## src/rtl/alu_pkg.sv

```systemverilog
// Shared opcodes and FSM state type for the sequential ALU and its
// iterative multiply/divide engine.
package alu_pkg;

  localparam logic [4:0] OP_ADD  = 5'b00001;
  localparam logic [4:0] OP_SUB  = 5'b00011;
  localparam logic [4:0] OP_NEG  = 5'b00010;
  localparam logic [4:0] OP_SCMP = 5'b01011;
  localparam logic [4:0] OP_UCMP = 5'b01111;
  localparam logic [4:0] OP_AND  = 5'b10000;
  localparam logic [4:0] OP_OR   = 5'b10101;
  localparam logic [4:0] OP_XOR  = 5'b11100;
  localparam logic [4:0] OP_NOT  = 5'b10110;
  localparam logic [4:0] OP_ARS  = 5'b11010;
  localparam logic [4:0] OP_LRS  = 5'b11000;
  localparam logic [4:0] OP_LROT = 5'b11110;
  localparam logic [4:0] OP_RROT = 5'b11101;
  localparam logic [4:0] OP_MUL  = 5'b00100;
  localparam logic [4:0] OP_DIV  = 5'b00101;

  typedef enum logic {
    ST_IDLE = 1'b0,
    ST_RUN  = 1'b1
  } alu_state_e;

endpackage

```

## src/rtl/seq_alu_if.sv

```systemverilog
// Request/result bundle of the sequential ALU, with the controlling side
// (master) and the ALU side (slave) as modports.
interface seq_alu_if
  import alu_pkg::*;
#(
  parameter int WIDTH = 16
);
  // Handshake: start is taken on a rising edge only while busy=0; busy covers
  // multi-cycle ops; done pulses one cycle and results hold until the next done.
  logic             start;
  logic [4:0]       op;
  logic [WIDTH-1:0] a;
  logic [WIDTH-1:0] b;
  logic             busy;
  logic             done;
  logic [WIDTH-1:0] q;
  logic [WIDTH-1:0] q_hi;
  logic             overflow;
  logic             less;
  logic             equal;
  logic             greater;
  logic             zero;
  logic             div_by_zero;
  alu_state_e       state_dbg;

  modport master (
    output start, op, a, b,
    input  busy, done, q, q_hi, overflow, less, equal, greater, zero,
           div_by_zero, state_dbg
  );

  modport slave (
    input  start, op, a, b,
    output busy, done, q, q_hi, overflow, less, equal, greater, zero,
           div_by_zero, state_dbg
  );
endinterface

```

## src/rtl/seq_muldiv.sv

```systemverilog
// Iterative unsigned engine: shift-add multiply or restoring divide, one bit
// per step, with a saturating iteration counter.
module seq_muldiv #(
    parameter int WIDTH = 16
) (
    input  logic             clk,
    input  logic             rst,
    input  logic             load,
    input  logic             step,
    input  logic             is_div,
    input  logic [WIDTH-1:0] a,
    input  logic [WIDTH-1:0] b,
    output logic             div_mode,
    output logic             last,
    output logic [WIDTH-1:0] res_hi,
    output logic [WIDTH-1:0] res_lo
);
    localparam int CW = $clog2(WIDTH + 1);

    logic [WIDTH-1:0] hi_q, hi_d, lo_q, lo_d, opnd_q, opnd_d;
    logic             div_q, div_d;
    logic [CW-1:0]    cnt_q, cnt_d;
    logic [WIDTH:0]   sum, shifted;

    // hi:lo is the running product (multiplier consumed from lo) or the
    // remainder:dividend pair whose lo fills with quotient bits.
    always_comb begin
        hi_d    = hi_q;
        lo_d    = lo_q;
        opnd_d  = opnd_q;
        div_d   = div_q;
        cnt_d   = cnt_q;
        sum     = lo_q[0] ? ({1'b0, hi_q} + {1'b0, opnd_q}) : {1'b0, hi_q};
        shifted = {hi_q, lo_q[WIDTH-1]};
        if (load) begin
            hi_d   = '0;
            lo_d   = a;
            opnd_d = b;
            div_d  = is_div;
            cnt_d  = '0;
        end else if (step && (cnt_q != CW'(WIDTH))) begin
            cnt_d = cnt_q + CW'(1);
            if (div_q) begin
                if (shifted >= {1'b0, opnd_q}) begin
                    hi_d = WIDTH'(shifted - {1'b0, opnd_q});
                    lo_d = {lo_q[WIDTH-2:0], 1'b1};
                end else begin
                    hi_d = shifted[WIDTH-1:0];
                    lo_d = {lo_q[WIDTH-2:0], 1'b0};
                end
            end else begin
                hi_d = sum[WIDTH:1];
                lo_d = {sum[0], lo_q[WIDTH-1:1]};
            end
        end
    end

    always_ff @(posedge clk or posedge rst) begin
        if (rst) begin
            hi_q   <= '0;
            lo_q   <= '0;
            opnd_q <= '0;
            div_q  <= 1'b0;
            cnt_q  <= '0;
        end else begin
            hi_q   <= hi_d;
            lo_q   <= lo_d;
            opnd_q <= opnd_d;
            div_q  <= div_d;
            cnt_q  <= cnt_d;
        end
    end

    assign div_mode = div_q;
    assign last     = step && (cnt_q == CW'(WIDTH - 1));
    assign res_hi   = hi_d;
    assign res_lo   = lo_d;

endmodule

```

## src/rtl/seq_alu.sv

```systemverilog
// Sequential ALU: single-cycle logic/arith/shift ops plus WIDTH-step
// multiply and divide, with registered result and flag outputs.
module seq_alu
  import alu_pkg::*;
#(
    parameter int WIDTH = 16
) (
    input  logic     clk,
    input  logic     rst,
    seq_alu_if.slave bus
);
    alu_state_e       state_q, state_d;
    logic [WIDTH-1:0] q_q, q_d, hi_q, hi_d;
    logic             ovf_q, ovf_d, lt_q, lt_d, eq_q, eq_d, gt_q, gt_d;
    logic             zero_q, zero_d, dbz_q, dbz_d, done_q, done_d;
    logic [WIDTH-1:0] sc_q, sc_hi;
    logic             sc_ovf, sc_lt, sc_eq, sc_gt, sc_dbz;
    logic [WIDTH:0]   sum;
    logic             needs_run;
    logic             md_load, md_step, md_div, md_last;
    logic [WIDTH-1:0] md_hi, md_lo;

    always_comb begin
        sc_q   = '0;
        sc_hi  = '0;
        sc_ovf = 1'b0;
        sc_lt  = 1'b0;
        sc_eq  = 1'b0;
        sc_gt  = 1'b0;
        sc_dbz = 1'b0;
        sum    = {1'b0, bus.a} + {1'b0, bus.b};
        case (bus.op)
            OP_ADD:  begin sc_q = sum[WIDTH-1:0]; sc_ovf = sum[WIDTH]; end
            OP_SUB:  begin sc_q = bus.a - bus.b; sc_ovf = (bus.a >= bus.b); end
            OP_NEG:  sc_q = '0 - bus.b;
            OP_SCMP: begin
                sc_q  = bus.a - bus.b;
                sc_lt = ($signed(bus.a) < $signed(bus.b));
                sc_eq = (bus.a == bus.b);
                sc_gt = ($signed(bus.a) > $signed(bus.b));
            end
            OP_UCMP: begin
                sc_q  = bus.a - bus.b;
                sc_lt = (bus.a < bus.b);
                sc_eq = (bus.a == bus.b);
                sc_gt = (bus.a > bus.b);
            end
            OP_AND:  sc_q = bus.a & bus.b;
            OP_OR:   sc_q = bus.a | bus.b;
            OP_XOR:  sc_q = bus.a ^ bus.b;
            OP_NOT:  sc_q = ~bus.b;
            OP_ARS:  begin sc_q = {bus.b[WIDTH-1], bus.b[WIDTH-1:1]}; sc_ovf = bus.b[0]; end
            OP_LRS:  begin sc_q = {1'b0, bus.b[WIDTH-1:1]}; sc_ovf = bus.b[0]; end
            OP_LROT: sc_q = {bus.b[WIDTH-2:0], bus.b[WIDTH-1]};
            OP_RROT: sc_q = {bus.b[0], bus.b[WIDTH-1:1]};
            // Only the divide-by-zero case of DIV finishes in one cycle.
            OP_DIV:  begin sc_q = '1; sc_hi = bus.a; sc_dbz = 1'b1; end
            default: ;
        endcase
    end

    assign needs_run = (bus.op == OP_MUL) || ((bus.op == OP_DIV) && (bus.b != '0));

    always_comb begin
        state_d = state_q;
        q_d     = q_q;
        hi_d    = hi_q;
        ovf_d   = ovf_q;
        lt_d    = lt_q;
        eq_d    = eq_q;
        gt_d    = gt_q;
        zero_d  = zero_q;
        dbz_d   = dbz_q;
        done_d  = 1'b0;
        md_load = 1'b0;
        md_step = 1'b0;
        case (state_q)
            ST_IDLE: begin
                if (bus.start) begin
                    if (needs_run) begin
                        md_load = 1'b1;
                        state_d = ST_RUN;
                    end else begin
                        done_d = 1'b1;
                        q_d    = sc_q;
                        hi_d   = sc_hi;
                        ovf_d  = sc_ovf;
                        lt_d   = sc_lt;
                        eq_d   = sc_eq;
                        gt_d   = sc_gt;
                        dbz_d  = sc_dbz;
                        zero_d = (sc_q == '0) && (sc_hi == '0);
                    end
                end
            end
            ST_RUN: begin
                md_step = 1'b1;
                if (md_last) begin
                    state_d = ST_IDLE;
                    done_d  = 1'b1;
                    q_d     = md_lo;
                    hi_d    = md_hi;
                    ovf_d   = !md_div && (md_hi != '0);
                    lt_d    = 1'b0;
                    eq_d    = 1'b0;
                    gt_d    = 1'b0;
                    dbz_d   = 1'b0;
                    zero_d  = (md_lo == '0) && (md_hi == '0);
                end
            end
            default: state_d = ST_IDLE;
        endcase
    end

    always_ff @(posedge clk or posedge rst) begin
        if (rst) begin
            state_q <= ST_IDLE;
            q_q     <= '0;
            hi_q    <= '0;
            ovf_q   <= 1'b0;
            lt_q    <= 1'b0;
            eq_q    <= 1'b0;
            gt_q    <= 1'b0;
            zero_q  <= 1'b0;
            dbz_q   <= 1'b0;
            done_q  <= 1'b0;
        end else begin
            state_q <= state_d;
            q_q     <= q_d;
            hi_q    <= hi_d;
            ovf_q   <= ovf_d;
            lt_q    <= lt_d;
            eq_q    <= eq_d;
            gt_q    <= gt_d;
            zero_q  <= zero_d;
            dbz_q   <= dbz_d;
            done_q  <= done_d;
        end
    end

    seq_muldiv #(.WIDTH(WIDTH)) u_muldiv (
        .clk     (clk),
        .rst     (rst),
        .load    (md_load),
        .step    (md_step),
        .is_div  (bus.op == OP_DIV),
        .a       (bus.a),
        .b       (bus.b),
        .div_mode(md_div),
        .last    (md_last),
        .res_hi  (md_hi),
        .res_lo  (md_lo)
    );

    assign bus.busy        = (state_q == ST_RUN);
    assign bus.done        = done_q;
    assign bus.q           = q_q;
    assign bus.q_hi        = hi_q;
    assign bus.overflow    = ovf_q;
    assign bus.less        = lt_q;
    assign bus.equal       = eq_q;
    assign bus.greater     = gt_q;
    assign bus.zero        = zero_q;
    assign bus.div_by_zero = dbz_q;
    assign bus.state_dbg   = state_q;

endmodule

```

## src/flat_wrapper.sv

```systemverilog
// flat-port wrapper written by rule: the top's interface ports become plain ports
module seq_alu_flat import alu_pkg::*;
#(
    parameter int WIDTH = 16
)
  (clk, rst, bus_start, bus_op, bus_a, bus_b, bus_busy, bus_done, bus_q, bus_q_hi, bus_overflow, bus_less, bus_equal, bus_greater, bus_zero, bus_div_by_zero, bus_state_dbg);
  seq_alu_if #(.WIDTH(WIDTH)) bus_i ();
  input  logic clk;
  input  logic rst;
  input wire logic [$bits(bus_i.start)-1:0] bus_start;
  input wire logic [$bits(bus_i.op)-1:0] bus_op;
  input wire logic [$bits(bus_i.a)-1:0] bus_a;
  input wire logic [$bits(bus_i.b)-1:0] bus_b;
  output wire logic [$bits(bus_i.busy)-1:0] bus_busy;
  output wire logic [$bits(bus_i.done)-1:0] bus_done;
  output wire logic [$bits(bus_i.q)-1:0] bus_q;
  output wire logic [$bits(bus_i.q_hi)-1:0] bus_q_hi;
  output wire logic [$bits(bus_i.overflow)-1:0] bus_overflow;
  output wire logic [$bits(bus_i.less)-1:0] bus_less;
  output wire logic [$bits(bus_i.equal)-1:0] bus_equal;
  output wire logic [$bits(bus_i.greater)-1:0] bus_greater;
  output wire logic [$bits(bus_i.zero)-1:0] bus_zero;
  output wire logic [$bits(bus_i.div_by_zero)-1:0] bus_div_by_zero;
  output wire logic [$bits(bus_i.state_dbg)-1:0] bus_state_dbg;
  assign bus_i.start = bus_start;
  assign bus_i.op = bus_op;
  assign bus_i.a = bus_a;
  assign bus_i.b = bus_b;
  assign bus_busy = bus_i.busy;
  assign bus_done = bus_i.done;
  assign bus_q = bus_i.q;
  assign bus_q_hi = bus_i.q_hi;
  assign bus_overflow = bus_i.overflow;
  assign bus_less = bus_i.less;
  assign bus_equal = bus_i.equal;
  assign bus_greater = bus_i.greater;
  assign bus_zero = bus_i.zero;
  assign bus_div_by_zero = bus_i.div_by_zero;
  assign bus_state_dbg = bus_i.state_dbg;
  seq_alu #(.WIDTH(WIDTH)) u_core (.clk(clk), .rst(rst), .bus(bus_i));
endmodule
```

## config.mk

```make
export PLATFORM = sky130hd
export DESIGN_NAME = seq_alu_flat
export DESIGN_NICKNAME = d
export VERILOG_FILES = /design/src/rtl/alu_pkg.sv /design/src/rtl/seq_alu_if.sv /design/src/rtl/seq_muldiv.sv /design/src/rtl/seq_alu.sv /design/src/flat_wrapper.sv
export SDC_FILE = /design/constraint.sdc
export NUM_CORES = 1
export LEC_CHECK = 0
export BUFFER_PORTS_ARGS = -buffer_cell sky130_fd_sc_hd__buf_2
export CAP_MARGIN = 30
export CELL_PAD_IN_SITES_DETAIL_PLACEMENT = 0
export CELL_PAD_IN_SITES_GLOBAL_PLACEMENT = 2
export CORE_MARGIN = 1.5
export CORE_UTILIZATION = 30
export CTS_CLUSTER_SIZE = 10
export DETAILED_ROUTE_END_ITERATION = 8
export PLACE_DENSITY = 0.77
export SETUP_SLACK_MARGIN = 0.15
export SLEW_MARGIN = 0
export SYNTH_ARGS = -nofsm -noshare
export SYNTH_HDL_FRONTEND = slang
export SYNTH_SLANG_ARGS = --single-unit
```

## constraint.sdc

```tcl
create_clock -name clk -period 4.6 [get_ports clk]
set_clock_uncertainty 0.1 [all_clocks]
set_input_delay 0.46 -clock clk [delete_from_list [all_inputs] [get_ports clk]]
set_output_delay 0.46 -clock clk [all_outputs]
set_load 0.02 [all_outputs]
```

# After elaboration in Yosys (flattened, before gate mapping)
# Cells that the tools add are included.
[totals] register_bits=94 in_bits=40 output_inout_bits=41
[op_classes] add_sub_neg=6 magnitude_cmp=6 n_eq_ne=21 muxes=57 bitwise_logic=5 n_reduce_logical=19
[op_table] operator="2-to-1 mux 16 bit" n=14
[op_table] operator="case mux 16 bit (12 select lines)" n=1
[op_table] operator="logical NOT 16 bit" n=4
[op_table] operator="case mux 16 bit (2 select lines)" n=2
[op_table] operator="== test 5 bit, second input constant" n=8
[op_table] operator="adder 16 x 16 -> 17 bit" n=2
[op_table] operator="> comparator 16 bit" n=2
[op_table] operator="less-than comparator 16 bit" n=2
[op_table] operator="nonzero test 16 bit" n=2
[op_table] operator="subtractor 16 bit" n=2
[op_table] operator="2-to-1 mux 1 bit" n=26
[op_table] operator="case mux 1 bit (2 select lines)" n=10
[op_table] operator="greater-or-equal comparator 17 x 16 -> 1 bit" n=1
[op_table] operator="2-to-1 mux 17 bit" n=1
[op_table] operator="AND 16 bit" n=1
[op_table] operator="== test 16 bit" n=1
[op_table] operator="greater-or-equal comparator 16 bit" n=1
[op_table] operator="inverter 16 bit" n=1
[op_table] operator="bitwise OR 16 bit" n=1
[op_table] operator="subtractor 1 x 16 -> 16 bit, first input constant" n=1
[op_table] operator="bitwise XOR 16 bit" n=1
[op_table] operator="== test 5 x 4 -> 1 bit, second input constant" n=3
[op_table] operator="== test 5 x 2 -> 1 bit, second input constant" n=2
[op_table] operator="== test 5 x 3 -> 1 bit, second input constant" n=2
[op_table] operator="14 further kinds" n=23

# Depth between registers and ports, before layout
[logic_depth] depth_word=11 ltp_mapped=15 mapped_depth_nobuf=14

# Modules after synthesis
# From an unflattened synthesis, not the netlist that was laid out.
[hier_totals] hier_cells=1267 area_unflattened_um2=9770.6
[by_module_without_submodules] module="seq_alu" instances=1 cells_each=729 area_each_um2=5375.2
[by_module_without_submodules] module="seq_muldiv" instances=1 cells_each=538 area_each_um2=4395.5

# Worst setup path after synthesis
# No wires, ideal clock.
[synth_path] path_kind="input to register" startpoint="in bus_b[5]" endpoint="reg u_core.zero_q, in the netlist u_core.bus.zero" arrival_time_ns=3.515 t_required_ns=4.434 path_slack_ns=0.919 cell_stages=14 path_cell_list="clkbuf_1 inv_1 ha_1 buf_4 nand2_1 o21ai_1 a41oi_2 o21bai_1 a21o_1 a221o_1 a221o_1 or4b_1 nor4_2 a221o_1"
[synth_via] elab_chain_len=11
[synth_lines] item="start: declaration" line="flat_wrapper.sv:13" source="input wire logic [$bits(bus_i.b)-1:0] bus_b;"
[synth_lines] item="parallel branches: the longest is 11 deep, another holds subtractor 16 bit"
[synth_lines] item="end signal: assignment" line="seq_alu.sv:135" source="zero_q <= zero_d;"
[synth_lines] item="end: declaration" line="seq_alu.sv:15" source="logic zero_q, zero_d, dbz_q, dbz_d, done_q, done_d;"
# Several ways; the timed one is not identified. The select of a mux whose other input is x is not followed.
# A chain may end at the register's enable or synchronous reset.

# Final worst setup path
[layout_path] startpoint="in bus_b[0]" endpoint="reg u_core.zero_q, in the netlist u_core.bus.zero"
# The elaborated chain is that of the path after synthesis.

==> out/qor.csv <==
stage,metric,value,unit
floorplan,floorplan.die.height,184,um
yosys,yosysTopAreaCell,dfrtp_1,
cells_and_area,regArea,2350,um2
critical_path,crit_start,bus_b[0],
floorplan,initial_core_util,0.304,
yosys,ys_seq_area_frac,0.239,
timing,max_freq,244,MHz
clock_tree,clockRootBuffer,clkbuf_16,
floorplan,ios,81,
run_status,outcome,finished clean,
yosys,synth_flop_cell,dfrtp_1,
yosys,synth_seq_cells,94,
detailed_routing,drc,0,
cells_and_area,areaGrowthSynthToFinish,12.3,%
clock_tree,clockBufferDepth,2,
cells_and_area,n_fill_cell,3515,
yosys,synth_cell_type_count,90,
cells_and_area,nets,1441,
yosys,syn-num-nets,1397,
critical_path,reg2reg_slack,0.54,ns
critical_path,r2r_end,u_core.bus.overflow$_DFFE_PP0P_,
detailed_routing,post_drt_via_cell_ratio,5.74,
flow_run,cap_violations,0,
timing,rsz0062_at_grt,no,
critical_path,reg2reg_depth,11,
floorplan,dieArea,33800,um2
global_route,grt_max_degree,73,
yosys,avgSynthCellArea,7.80,um2
power_and_ir_drop,combPwrFrac,0.693,
yosys,synth_cells,1260,
clock_tree,htreeDepth,3,
clock_tree,cts_tree,done,
placed_design,dp.cells,1733,
detailed_routing,drtPass1Iterations,5,
global_route,grt_usage,0.233,
power_and_ir_drop,clkPwrFrac,0.102,
yosys,netlist_area,9830,um2
power_and_ir_drop,total_power,7530,uW
critical_path,worstSetupPathType,primary input to flip-flop,
timing,period_minus_slack,4.10,ns
detailed_routing,drtAntennaViolNets,0,
timing,drv_slew,0,
timing,worst_pin_slew,0.868,ns
cells_and_area,final_area,11000,um2
critical_path,regToRegStartpoint,u_core.u_muldiv.hi_q[9]$_DFF_PP0_,
clock_tree,clk_latency,0.35,ns
global_route,antenna_found_initial,0,
min_path,holdPathEnd,u_core.u_muldiv.lo_q[12]$_DFF_PP0_,
power_and_ir_drop,power-per-cell-area,682,nW/um2
min_path,hp-start,bus_a[12],
power_and_ir_drop,pwr-share-seq,0.205,
power_and_ir_drop,p_leak,0.00487,uW
timing,setup_viol,0,
floorplan,dieWidth,184,um
critical_path,cp.required,4.79,ns
placed_design,io_buffers,80,
power_and_ir_drop,vdd_ir_drop_max,0.255,mV
cells_and_area,multiInputGateArea,6850,um2
timing,hold_viol,0,
critical_path,cp_max_fo,9,
placed_design,placed_area,10700,um2
clock_tree,clk_pin_slew,0.07,ns
critical_path,cp-end-kind,flip-flop,
global_route,grt_pass1_wl,59900,um
yosys,synthTopCellsByCount,"nand2_1, nor2_1, a21oi_1",
detailed_routing,post_drt_wl_per_cell,22.3,um
timing,tns,0,ns
detailed_routing,drtIter0Drc,865,
cells_and_area,finish.utilization,0.341,
clock_tree,post-cts-setup-buffers,0,
critical_path,worstPathArrival,4.29,ns
clock_tree,clock-sinks,94,
floorplan,coreArea,32400,um2
detailed_routing,vias,10050,
placed_design,hpwl,30900,um
min_path,holdPathStages,3,
critical_path,worstSetupStartpointType,primary input,
cells_and_area,instances_no_fill,1751,
yosys,yosysMostFrequentCell,nand2_1,
timing,timing.final.crit_share,0.892,
timing,timing.slew.headroom,0.419,
clock_tree,numCtsBuffers,9,
detailed_routing,drt-total-wl,39100,um
yosys,yosysTopAreaCellShare,0.239,
global_route,grt_overflow,0,
min_path,hold_path.class,primary input to flip-flop,
yosys,yosysWarnings,0,
global_route,first_global_vias,9675,
power_and_ir_drop,swShare,0.528,
clock_tree,cts_resized,0,
yosys,async_reset_ff_frac,1.00,
yosys,synthTopCellsByArea,"dfrtp_1, ha_1, a21oi_1, o21ai_0, nand2_1",
floorplan,num_rows,66,
power_and_ir_drop,internal_power,3560,uW
cells_and_area,antenna_cells,0,
placed_design,place_congestion,0.900,
power_and_ir_drop,p_switching,3970,uW
cells_and_area,layout-drive-gt1-share,0.135,
yosys,synth_edf_count,0,
## layer usage
metal  GRT usage  wire length [um]  vias to the layer above
met5           0                 0                        -
met4      0.0692              1020                        0
met3      0.0151              1760                       39
met2       0.395             18800                      312
met1       0.317             17500                     4953
li1            -                 -                     4746
## worst max path at each step
stage / end / slack, ns
floorplan: u_core.bus.zero$_DFFE_PP0P_ / 0.92
global placement: u_core.bus.zero$_DFFE_PP0P_ / 0.18
detailed placement: u_core.bus.zero$_DFFE_PP0P_ / 0.14
CTS: u_core.bus.zero$_DFFE_PP0P_ / 0.51
global route: u_core.bus.zero$_DFFE_PP0P_ / 0.32
finish: u_core.bus.zero$_DFFE_PP0P_ / 0.50
## layout make-up
class                      instances  share of cell area
inverter                          77              0.0265
clock buffer                       9              0.0204
multi-input combinational       1006               0.621
tap                              442              0.0501
sequential                        94               0.213
clock inverter                     7             0.00635
timing repair buffer             116              0.0628
## placed cells by master (no fill, tap or decap), drive strengths merged, types with 16 or more instances in the layout
cell type / synthesis / layout
xnor2: 20 / 20
mux2i: 26 / 26
a21o: 18 / 18
dfrtp: 94 / 94
nor2b: 17 / 17
nand4: 17 / 17
inv: 76 / 81
nor2: 109 / 109
nand2: 119 / 119
ha: 93 / 93
a221oi: 22 / 22
nand3: 28 / 28
a21oi: 102 / 102
o21ai: 96 / 96
buf: 28 / 115
nor3: 46 / 46
or3: 16 / 16
a31oi: 22 / 22
## through the flow
step           setup WS (ns)  hold slack (ns)
5_1_grt                0.318            0.332
3_3_place_gp           0.184            0.362
4_1_cts                0.513            0.246
6_report               0.498            0.314
2_1_floorplan          0.919            0.379
3_5_place_dp           0.138            0.368
## kinds of logic (layout without fill, tap and decap cells)
group,count (synthesis),after routing,synth area share
adder cells (fa/ha/maj),97,97,0.127
AO/OA/AOI/OAI,423,423,0.295
buffers and inverters,160,209,0.0662
AND/OR/NAND/NOR,420,420,0.208
multiplexers,35,35,0.0368
flip-flops,94,94,0.239
XOR/XNOR,31,31,0.0276
## timing repair
item / CTS / global route
setup endpoints to repair: 0 / 0
hold buffers: 0 / 1
endpoints found under the hold margin: 0 / 6
## worst max-delay path, stage by stage
cell and delay, ns:
buf_2 0.17, ha_1 0.26, inv_1 0.08, fa_1 0.41
nor2b_1 0.20, o2111ai_1 0.20, a2111oi_0 0.54, o22a_1 0.32
a311o_1 0.25, mux2i_1 0.09, a211oi_1 0.44, or4b_1 0.50
nor4_2 0.22, a221o_1 0.15
## registers in the layout, summed over array words and instances, names as in the netlist
signal                    flops
u_core.bus.busy               1
u_core.bus.div_by_zero        1
u_core.bus.done               1
u_core.bus.equal              1
u_core.bus.greater            1
u_core.bus.less               1
u_core.bus.overflow           1
u_core.bus.q                 16
u_core.bus.q_hi              16
u_core.bus.zero               1
u_core.u_muldiv.cnt_q         5
u_core.u_muldiv.div_mode      1
u_core.u_muldiv.hi_q         16
u_core.u_muldiv.lo_q         16
u_core.u_muldiv.opnd_q       16
## power by group through the flow
stage	Sequential [uW]	Clock [uW]	Combinational [uW]
floorplan	1600	0	3530
global placement	1560	0	5160
detailed placement	1560	0	5170
CTS	1540	789	5200
global route	1600	817	5740
finish	1540	766	5220
(Power assumes the default switching activity.)
